File: src/rtl/sram_phase_seq.sv
// SRAM access phase sequencer: precharge -> wordline -> sense (reads) -> done.
// Each phase length is a programmable cycle count. One shared up-counter is
// cleared at every phase boundary. A zero length field is treated as one cycle.
module sram_phase_seq #(
    parameter int unsigned WIDTH = 12
) (
    input  logic             clk,
    input  logic             rst_n,
    input  logic             req_valid,
    output logic             req_ready,
    input  logic             req_we,
    input  logic [WIDTH-1:0] pre_len,
    input  logic [WIDTH-1:0] wl_len,
    input  logic [WIDTH-1:0] sae_len,
    output logic             pc_en,
    output logic             wl_en,
    output logic             wr_en,
    output logic             sae_en,
    output logic             done,
    output logic [WIDTH-1:0] phase_cnt
);

    typedef enum logic [2:0] {
        S_IDLE,
        S_PRE,
        S_WL,
        S_SAE,
        S_DONE
    } state_e;

    state_e           state_q, state_d;
    logic [WIDTH-1:0] cnt_q, cnt_d;
    logic [WIDTH-1:0] pre_q, pre_d;
    logic [WIDTH-1:0] wl_q, wl_d;
    logic [WIDTH-1:0] sae_q, sae_d;
    logic             we_q, we_d;
    logic [WIDTH-1:0] last_cnt;

    // Final counter value of a phase; a zero field behaves as a length of one.
    function automatic logic [WIDTH-1:0] last_idx(input logic [WIDTH-1:0] f);
        return (f == '0) ? '0 : f - WIDTH'(1);
    endfunction

    // State, counter and captured request fields; async reset returns to idle.
    always_ff @(posedge clk or negedge rst_n) begin
        if (!rst_n) begin
            state_q <= S_IDLE;
            cnt_q   <= '0;
            pre_q   <= '0;
            wl_q    <= '0;
            sae_q   <= '0;
            we_q    <= 1'b0;
        end else begin
            state_q <= state_d;
            cnt_q   <= cnt_d;
            pre_q   <= pre_d;
            wl_q    <= wl_d;
            sae_q   <= sae_d;
            we_q    <= we_d;
        end
    end

    // Next state: accept in idle, advance each phase when its counter hits L-1.
    always_comb begin
        state_d  = state_q;
        cnt_d    = cnt_q;
        pre_d    = pre_q;
        wl_d     = wl_q;
        sae_d    = sae_q;
        we_d     = we_q;
        last_cnt = '0;
        case (state_q)
            S_IDLE: begin
                cnt_d = '0;
                if (req_valid) begin
                    pre_d   = pre_len;
                    wl_d    = wl_len;
                    sae_d   = sae_len;
                    we_d    = req_we;
                    state_d = S_PRE;
                end
            end
            S_PRE: begin
                last_cnt = last_idx(pre_q);
                if (cnt_q == last_cnt) begin
                    cnt_d   = '0;
                    state_d = S_WL;
                end else begin
                    cnt_d = cnt_q + WIDTH'(1);
                end
            end
            S_WL: begin
                last_cnt = last_idx(wl_q);
                if (cnt_q == last_cnt) begin
                    cnt_d   = '0;
                    state_d = we_q ? S_DONE : S_SAE;
                end else begin
                    cnt_d = cnt_q + WIDTH'(1);
                end
            end
            S_SAE: begin
                last_cnt = last_idx(sae_q);
                if (cnt_q == last_cnt) begin
                    cnt_d   = '0;
                    state_d = S_DONE;
                end else begin
                    cnt_d = cnt_q + WIDTH'(1);
                end
            end
            S_DONE: begin
                cnt_d   = '0;
                state_d = S_IDLE;
            end
            default: begin
                cnt_d   = '0;
                state_d = S_IDLE;
            end
        endcase
    end

    // Outputs decoded from registered state only, so reset clears them at once.
    always_comb begin
        req_ready = 1'b0;
        pc_en     = 1'b0;
        wl_en     = 1'b0;
        wr_en     = 1'b0;
        sae_en    = 1'b0;
        done      = 1'b0;
        case (state_q)
            S_IDLE: req_ready = 1'b1;
            S_PRE:  pc_en = 1'b1;
            S_WL: begin
                wl_en = 1'b1;
                wr_en = we_q;
            end
            S_SAE: begin
                wl_en  = 1'b1;
                sae_en = 1'b1;
            end
            S_DONE: done = 1'b1;
            default: req_ready = 1'b0;
        endcase
    end

    assign phase_cnt = cnt_q;

endmodule

File: config.mk
export PLATFORM = sky130hd
export DESIGN_NAME = sram_phase_seq
export DESIGN_NICKNAME = d
export VERILOG_FILES = /design/src/rtl/sram_phase_seq.sv
export SDC_FILE = /design/constraint.sdc
export NUM_CORES = 1
export LEC_CHECK = 0
export BUFFER_PORTS_ARGS = -buffer_cell sky130_fd_sc_hd__buf_2
export CAP_MARGIN = 0
export CORE_AREA = 3 3 118 63
export DETAILED_ROUTE_END_ITERATION = 12
export DIE_AREA = 0 0 121 66
export PLACE_DENSITY = 0.81
export SLEW_MARGIN = 40
export SYNTH_ARGS = -nofsm -noshare
export SYNTH_HDL_FRONTEND = slang
export SYNTH_SLANG_ARGS = --single-unit
File: constraint.sdc
create_clock -name clk -period 3.6 [get_ports clk]
set_input_delay 0.36 -clock clk [delete_from_list [all_inputs] [get_ports clk]]
set_output_delay 0.36 -clock clk [all_outputs]
set_load 0.01 [all_outputs]
==> impl_metrics.ini, run 1 <==
[synth]
synth-seq-cells = 52
async_flop_share_pct = 100
syn_avg_cell_area_um2 = 9.12
syn_area_mm2 = 0.00376
ys_warn_count = 0
synth_ff_type = dfrtp_1
ys_seq_area_share_pct = 34.6
syn_nets = 456
ys_types = 65
synth_enable_flop_cells = 0
synthCells = 412

[clock_network]
cts_root_buffer = clkbuf_16
cts_inserted_buffers = 5
ctsHoldBuffers = 0
cts_resized = 0
cts.sinks = 52
htree_levels = 2
post-cts-setup-buffers = 0
cts_tree = built
clkLatencyLatePin_ns = 0.29
clock_path_buffers = 2
clk_pin_slew_worst_paths_ns = 0.06

[worst_setup_path]
worstSetupStartpoint = wl_q[0]$_DFFE_PN0P_
reg2reg_depth = 10
crit_path_start_kind = register
cp-endpoint = phase_cnt[1]$_DFF_PN0_
endpoint_kind = register
rr_startpoint = wl_q[0]$_DFFE_PN0P_
r2r_setup_slack_ns = 0.52
r2r_end = phase_cnt[1]$_DFF_PN0_
critPathArrivalTime_ns = 3.23
crit_type = register to register
worstPathRequired_ns = 3.74
cp_max_fo = 14

[pwr]
p_leak_nw = 1.91
peakVddDrop_mv = 0.181
power.density_mw_per_mm2 = 267

[floorplan]
coreArea_mm2 = 0.00654
dieArea_mm2 = 0.00799
ioPinCount = 58
die_w_um = 121
initial_core_util_pct = 57.4
die_h_um = 66
rows = 21

[placed_design]
dp_hpwl_mm = 6.69
place.gp.congestion = 0.938
io_buffers = 57

[timing]
setup_tns_ns = 0
finalSetupViolations = 0
slew_viol_final = 0
final_hold_viol_count = 0
finClkSkew_ns = 0.00516
worst_pin_slew_ns = 0.618
rsz0062_at_grt = no
relSlewSlack_pct = 58.7
finalCritPeriodShare_pct = 85.6
max_freq_mhz = 324
period_minus_slack_ns = 3.08

[global_routing]
grt_usage_pct = 23.9
grt_pass1_wl_mm = 15.0
first_global_vias = 3087
grt_max_degree = 37
grt_antenna_before_repair = 0
grt-ovfl-total = 0

[cells_and_area]
fin_util_pct = 65.1
diodes = 0
area_delta_synth_final_pct = 13.4
drive_above_1_share_pct = 26.5
nNetsFinal = 501

[route]
viasPerCell = 6.04
vias = 3310
dr.pass1.iters = 5
wirelength_mm = 9.24
drtIter0Drc = 353
antenna_left = 0
drc = 0
post_drt_wl_per_cell_um = 16.9

[run]
drv_cap = 0

[status]
outcome = finished, final reports clean

[hold_path]
hold_path.class = input pin to asynchronous set/reset pin
==> power breakdown <==
group | internal [mW] | total (mW) | switching (mW)
registers | 0.584 | 0.584 | 0
clock network | 0.320 | 0.520 | 0.199
logic | 0.0161 | 0.0336 | 0.0176
==> worst min path at each step <==
stage,start,endpoint,slack (ns),cells after the start
after floorplan,rst_n,phase_cnt[0]$_DFF_PN0_,0.06,0
after global placement,rst_n,we_q$_DFFE_PN0P_,0.47,1
after detailed placement,rst_n,we_q$_DFFE_PN0P_,0.48,1
after CTS,rst_n,phase_cnt[5]$_DFF_PN0_,0.17,1
after global routing,rst_n,sae_q[3]$_DFFE_PN0P_,0.04,1
final,rst_n,we_q$_DFFE_PN0P_,0.007,1
==> cell families after synthesis <==
kind of cell / share of synthesized area, %
flip-flops: 34.6
multiplexers: 10.8
buffers and inverters: 4.86
adder cells (fa/ha/maj): 1.33
AND/OR/NAND/NOR: 23.0
XOR/XNOR: 10.9
AO/OA/AOI/OAI: 14.5
==> final cells by class <==
| cell class | instances | area [um2] |
|---|---|---|
| clock buffer | 5 | 125 |
| clock inverter | 1 | 30.0 |
| fill | 553 | 2280 |
| inverter | 16 | 60.1 |
| multi-input combinational | 319 | 2280 |
| sequential | 52 | 1300 |
| tap | 92 | 115 |
| timing repair buffer | 63 | 345 |
==> Yosys cell counts (2+ instances only) <==
cell / n / area share, %
a31oi_1: 8 / 1.3
nand2b_1: 7 / 1.2
and3_1: 4 / 0.67
mux2_2: 28 / 8.4
ha_1: 4 / 1.3
inv_1: 16 / 1.6
nor2_1: 28 / 2.8
or4_4: 2 / 0.60
a21boi_0: 4 / 0.80
o32ai_1: 2 / 0.47
o32a_1: 2 / 0.53
nor2b_1: 4 / 0.67
nor3_1: 21 / 2.8
o21ai_0: 18 / 2.4
o311ai_0: 3 / 0.70
a311oi_1: 3 / 0.70
xor2_1: 13 / 3.0
buf_2: 4 / 0.53
and4_1: 5 / 1.2
nand4_1: 10 / 1.7
nor4_1: 9 / 1.5
a21o_1: 2 / 0.40
nor3b_1: 4 / 0.80
mux2i_1: 9 / 2.4
dfrtp_1: 52 / 35
o221ai_1: 2 / 0.47
a21oi_2: 9 / 2.1
buf_1: 3 / 0.30
nand3b_1: 2 / 0.40
a211oi_1: 3 / 0.60
nand3_1: 12 / 1.6
clkbuf_1: 16 / 1.6
a21oi_1: 12 / 1.6
nand2_1: 30 / 3.0
xnor2_1: 31 / 7.2
==> per-layer routing <==
layer	vias up	GRT usage (%)	routed length [um]
met5	-	0	0
met4	0	5.65	111
met3	14	5.30	684
met2	135	37.1	4080
met1	1579	34.0	4360
li1	1582	-	-
==> registers in the layout, summed over array words and instances, names as in the netlist <==
signal,count
phase_cnt,12
pre_q,12
sae_q,12
wl_q,12
state_q,3
we_q,1
==> cells in the final DEF (no fill, tap or decap), types with 3 or more instances in the layout <==
cell       synthesis  layout
nand2b_1           7       7
o311ai_0           3       3
nor3b_1            4       4
a21boi_0           4       4
ha_1               4       4
nor2_1            28      28
nand4_1           10      10
a311oi_1           3       3
nor4_1             9       9
mux2i_1            9       9
mux2_2            28      28
xnor2_1           31      31
a21oi_1           12      12
buf_2              4      56
xor2_1            13      13
clkbuf_16          0       5
a21oi_2            9       9
nor3_1            21      20
and4_1             5       5
nor2b_1            4       4
nand3_1           12      12
nand2_1           30      30
o21ai_0           18      18
and3_1             4       4
dfrtp_1           52      52
a211oi_1           3       3
buf_4              0       6
inv_1             16      16
a31oi_1            8       8
==> critical path, stage by stage, from the launching register on <==
cell      delay, ns
dfrtp_1        0.44
inv_1          0.11
ha_1           0.37
or3b_2         0.49
or4_4          0.44
nand3_2        0.09
o211ai_2       0.08
nor4b_2        0.26
a31o_1         0.21
and3_4         0.33
a21boi_0       0.12
==> metrics by stage <==
stage	instance area, um2	cells	total power, mW	hold WS [ns]	worst slack (ns)
6_report	4260	548	1.14	0.00735	0.517
5_1_grt	4260	548	1.18	0.0410	0.332
4_1_cts	4260	548	1.15	0.167	0.552
3_5_place_dp	4100	542	0.630	0.476	0.563
3_3_place_gp	4100	542	0.629	0.469	0.625
2_1_floorplan	3760	412	0.596	0.0644	0.939
Note: power is estimated with default switching activity, not from simulation.
==> run 2: changes to the inputs <==
--- a/config.mk
+++ b/config.mk
@@ -7,9 +7,11 @@
 export LEC_CHECK = 0
 export BUFFER_PORTS_ARGS = -buffer_cell sky130_fd_sc_hd__buf_2
 export CAP_MARGIN = 0
-export CORE_AREA = 3 3 118 63
+export CELL_PAD_IN_SITES_DETAIL_PLACEMENT = 1
+export CELL_PAD_IN_SITES_GLOBAL_PLACEMENT = 1
+export CORE_AREA = 3 3 135 72
 export DETAILED_ROUTE_END_ITERATION = 12
-export DIE_AREA = 0 0 121 66
+export DIE_AREA = 0 0 138 75
 export PLACE_DENSITY = 0.81
 export SLEW_MARGIN = 40
 export SYNTH_ARGS = -nofsm -noshare
==> impl_metrics.ini, run 2 (synthesized netlist as in run 1, its figures left out) <==
[timing]
setup_tns_ns = 0
relSlewSlack_pct = 57.2
fin_ws_ns = 0.442
finalCritPeriodShare_pct = 87.7
slew_viol_final = 0
final_hold_viol_count = 0
rsz0062_at_grt = no
period_minus_slack_ns = 3.16
finClkSkew_ns = 0.00522
max_freq_mhz = 317
worst_pin_slew_ns = 0.641
finalSetupViolations = 0

[pwr]
power.density_mw_per_mm2 = 260
internal_power_uw = 875
combPwrFrac_pct = 3.1
switching_power_uw = 245
pwr-share-seq_pct = 52.1
clockPowerShare_pct = 44.7
swShare_pct = 21.9
peakVddDrop_mv = 0.162
p_leak_nw = 1.92

[worst_setup_path]
worstPathRequired_ns = 3.75
cp_slowest_stage_delay_ns = 0.49
critPathArrivalTime_ns = 3.31
cpLargestDelayFamily = simple AND/OR/NAND/NOR gates
endpoint_kind = register
crit_type = register to register
path_buf_inv = 1
path_cells = inv_1 -> ha_1 -> or3b_2 -> or4_4 -> nand3_2 -> o211ai_2 -> nor4b_2 -> a31o_1 -> and3_4 -> a21boi_0
cp_max_fo = 14
critPathSlowestCell = or3b_2
crit_path_start_kind = register

[floorplan]
initial_core_util_pct = 43.7
coreArea_mm2 = 0.00859
die_h_um = 75
die_w_um = 138
dieArea_mm2 = 0.0104
ioPinCount = 58
rows = 24

[clock_network]
ctsHoldBuffers = 0
htree_levels = 2
post-cts-setup-buffers = 0
cts_resized = 0
cts_root_buffer = clkbuf_16
cts.sinks = 52
clk_pin_slew_worst_paths_ns = 0.07
cts_inserted_buffers = 5
clkLatencyLatePin_ns = 0.30
clock_path_buffers = 2
cts_tree = built

[global_routing]
grt_max_degree = 37
grt-ovfl-total = 0
grt_pass1_wl_mm = 18.0
first_global_vias = 3478
grt_usage_pct = 21.7
grt_antenna_before_repair = 0

[status]
outcome = finished, final reports clean

[route]
antenna_left = 0
dr.pass1.iters = 4
vias = 3312
post_drt_wl_per_cell_um = 18.8
viasPerCell = 5.73
wirelength_mm = 10.9
drc = 0
drtIter0Drc = 211

[run]
drv_cap = 0

[hold_path]
hold_path.class = input pin to asynchronous set/reset pin

[cells_and_area]
final_common_cell = buf_2
mostFrequentLayoutCells = buf_2, dfrtp_1, xnor2_1, nand2_1
diodes = 0
nNetsFinal = 504
fin_util_pct = 50.2
drive_above_1_share_pct = 27.3
final_area_mm2 = 0.00431
area_delta_synth_final_pct = 14.7
instances_no_fill = 578

[placed_design]
place.gp.congestion = 0.862
io_buffers = 57
dp_hpwl_mm = 8.10
place_area_mm2 = 0.00416
placed_cells = 570
place_ws_ns = 0.501
==> run 2: cell count changes in the layout (fill, tap and decap cells not counted) <==
| cell | before | now |
|---|---|---|
| bufinv_16 | 1 | 0 |
| clkinv_2 | 0 | 2 |
| buf_4 | 6 | 9 |
| clkbuf_8 | 0 | 1 |
==> run 2: worst register-to-register path, delay by kind of cell, from the launching register on <==
| family | cells | cell delay, ns |
|---|---|---|
| and+or+nand+nor | 5 | 1.63 |
| DFF | 1 | 0.45 |
| AOI/OAI and AO/OA | 3 | 0.42 |
| adders and majority gates | 1 | 0.37 |
| buffers and inverters | 1 | 0.13 |
==> run 2: final timing paths <==
kind	startpoint	slack, ns	endpoint	cells past startpoint
worst max register to register	wl_q[0]$_DFFE_PN0P_	0.44	phase_cnt[1]$_DFF_PN0_	10
min in group clk	pre_len[9]	0.26	pre_q[9]$_DFFE_PN0P_	3
worst max-delay path	wl_q[0]$_DFFE_PN0P_	0.44	phase_cnt[1]$_DFF_PN0_	10
max in group asynchronous	rst_n	2.94	pre_q[4]$_DFFE_PN0P_	2
worst min-delay path	rst_n	0.02	sae_q[5]$_DFFE_PN0P_	1
worst min register to register	we_q$_DFFE_PN0P_	0.58	we_q$_DFFE_PN0P_	1
==> run 2: per-layer routing <==
metal	wire (um)	vias to the layer above	global-route usage, %
met4	85	0	4.71
met3	492	7	4.51
met5	0	-	0
met2	5010	76	37.4
met1	5300	1636	28.8
li1	-	1593	-
==> run 2: cell type report <==
type	instances	area, um2
Inverter	16	60.1
Tap cell	117	146
Clock buffer	6	139
Timing Repair Buffer	66	368
Fill cell	1052	4280
Sequential cell	52	1300
Multi-Input combinational cell	319	2280
Clock inverter	2	10.0
==> run 2: per-stage QoR <==
step	total power, mW	hold WS, ns
final	1.12	0.0160
after floorplan	0.596	0.0644
after global routing	1.16	0.0497
after CTS	1.14	0.192
after global placement	0.630	0.492
after detailed placement	0.631	0.512
==> run 2: power by group through the flow <==
stage	clock network [mW]	registers, mW	logic [mW]
after floorplan	0	0.595	0.000753
after global placement	0	0.595	0.0348
after detailed placement	0	0.595	0.0361
after CTS	0.518	0.584	0.0362
after global routing	0.539	0.583	0.0402
final	0.501	0.584	0.0351
==> run 3: changes to the inputs <==
--- a/config.mk
+++ b/config.mk
@@ -9,10 +9,10 @@
 export CAP_MARGIN = 0
 export CELL_PAD_IN_SITES_DETAIL_PLACEMENT = 1
 export CELL_PAD_IN_SITES_GLOBAL_PLACEMENT = 1
-export CORE_AREA = 3 3 135 72
+export CORE_AREA = 3 3 142 75
 export DETAILED_ROUTE_END_ITERATION = 12
-export DIE_AREA = 0 0 138 75
-export PLACE_DENSITY = 0.81
+export DIE_AREA = 0 0 145 78
+export PLACE_DENSITY = 0.77
 export SLEW_MARGIN = 40
 export SYNTH_ARGS = -nofsm -noshare
 export SYNTH_HDL_FRONTEND = slang
==> constraint.sdc (replaced) <==
create_clock -name clk -period 2.5 [get_ports clk]
set_input_delay 0.25 -clock clk [delete_from_list [all_inputs] [get_ports clk]]
set_output_delay 0.25 -clock clk [all_outputs]
set_load 0.01 [all_outputs]
==> impl_metrics.ini, run 3 (synthesized netlist as in run 1, its figures left out) <==
[status]
outcome = complete, but fails checks
violations = negative setup slack

[cells_and_area]
area_delta_synth_final_pct = 35.1
diodes = 0
fin_util_pct = 53.9
final_area_mm2 = 0.00508
nNetsFinal = 583
final_common_cell = buf_4
instances_no_fill = 675
mostFrequentLayoutCells = buf_4, buf_2, dfrtp_1, nand2_1, xnor2_1
drive_above_1_share_pct = 41.9

[floorplan]
coreArea_mm2 = 0.00942
die_w_um = 145
die_h_um = 78
rows = 25
dieArea_mm2 = 0.0113
ioPinCount = 58
initial_core_util_pct = 39.9

[worst_setup_path]
crit_type = register to register
cp_max_fo = 7
critPathArrivalTime_ns = 3.06
cp_slowest_stage_delay_ns = 0.53
endpoint_kind = register
path_cells = buf_4 -> or4_4 -> nor3_2 -> o22ai_1 -> nor4_2 -> nor4b_2 -> a31o_1 -> and3_4 -> and3b_1
critPathSlowestCell = or4_4
crit_path_start_kind = register
worstPathRequired_ns = 2.74

[placed_design]
io_buffers = 57
place_area_mm2 = 0.00468
place.gp.congestion = 0.904
dp_hpwl_mm = 9.18
placed_cells = 654

[global_routing]
grt_antenna_before_repair = 0
grt-ovfl-total = 0
grt_max_degree = 53
first_global_vias = 3995
grt_pass1_wl_mm = 21.2
grt_usage_pct = 23.3

[clock_network]
cts_inserted_buffers = 5
clock_path_buffers = 2
cts.sinks = 52
clkLatencyLatePin_ns = 0.30
ctsHoldBuffers = 0
cts_root_buffer = clkbuf_16
htree_levels = 2
clk_pin_slew_worst_paths_ns = 0.07
cts_tree = built

[timing]
finalSetupViolations = 15
setup_tns_ns = -4.38
hold_slack_ns = 0.0798
slew_viol_final = 0
fin_ws_ns = -0.317
final_hold_viol_count = 0
relSlewSlack_pct = 52.4
period_minus_slack_ns = 2.82
finalCritPeriodShare_pct = 113
worst_pin_slew_ns = 0.715
rsz0062_at_grt = yes
max_freq_mhz = 355
finClkSkew_ns = 0.00682

[pwr]
switching_power_uw = 360
p_leak_nw = 2.34
peakVddDrop_mv = 0.264
power.density_mw_per_mm2 = 334
internal_power_mw = 1.34
clockPowerShare_pct = 47.5
swShare_pct = 21.2
combPwrFrac_pct = 2.9
pwr-share-seq_pct = 49.6

[route]
post_drt_wl_per_cell_um = 20.0
drc = 0
route.met2.wl_mm = 6.35
drtIter0Drc = 223
dr.pass1.iters = 4
wirelength_mm = 13.5
vias = 3774
wl_met3_um = 731
antenna_left = 0
viasPerCell = 5.59
top_layer = met4
wl_met1_mm = 6.14

[run]
drv_cap = 0

[hold_path]
hold_path.class = input pin to asynchronous set/reset pin
-- run 3: per-stage QoR --
stage | power [mW] | setup WS (ns)
final | 1.70 | -0.317
after global routing | 1.77 | -0.364
after floorplan | 0.858 | -0.0595
after global placement | 0.907 | -0.210
after detailed placement | 0.908 | -0.278
after CTS | 1.72 | -0.240
-- run 3: cell type report --
| class | count | area (um2) |
|---|---|---|
| clock inverter | 2 | 35.0 |
| fill | 1096 | 4340 |
| sequential | 52 | 1300 |
| tap | 135 | 169 |
| clock buffer | 6 | 129 |
| inverter | 16 | 60.1 |
| multi-input combinational | 320 | 2430 |
| timing repair buffer | 144 | 951 |
-- run 3: worst max-delay path, delay by kind of cell (launching register included) --
kind                   cells  cell delay (ns)
AO/OA/AOI/OAI              2             0.42
buffers and inverters      1             0.13
AND/OR/NAND/NOR            6             1.82
flip-flops                 1             0.39
-- run 3: final timing paths --
| kind | start | endpoint | slack (ns) | cells past startpoint |
|---|---|---|---|---|
| max | wl_q[5]$_DFFE_PN0P_ | state_q[2]$_DFFE_PN0P_ | -0.32 | 9 |
| min | rst_n | we_q$_DFFE_PN0P_ | 0.08 | 2 |
| max reg2reg | wl_q[5]$_DFFE_PN0P_ | state_q[2]$_DFFE_PN0P_ | -0.32 | 9 |
| min reg2reg | sae_q[6]$_DFFE_PN0P_ | sae_q[6]$_DFFE_PN0P_ | 0.58 | 1 |
| max in group asynchronous | rst_n | wl_q[1]$_DFFE_PN0P_ | 1.94 | 2 |
| min in group clk | pre_len[8] | pre_q[8]$_DFFE_PN0P_ | 0.15 | 3 |
-- run 3: metal layers --
metal | vias to the layer above | track usage (%)
met2 | 122 | 38.6
met4 | 0 | 7.11
met5 | - | 0
met1 | 1880 | 31.0
met3 | 25 | 4.61
li1 | 1747 | -
-- run 3: power by group through the flow --
stage          Sequential (mW)  Clock, mW  Combinational, mW
2_1_floorplan            0.857          0            0.00108
3_3_place_gp             0.857          0             0.0497
3_5_place_dp             0.857          0             0.0506
4_1_cts                  0.840      0.827             0.0507
5_1_grt                  0.840      0.869             0.0565
6_report                 0.840      0.805             0.0496
-- run 3: timing repair --
action | 4_1_cts | 5_1_grt
pin swaps | 8 | 16
resized for setup | 6 | 20
setup endpoints to repair | 15 | 15
cloned | 1 | 0
buffers inserted | 5 | 7
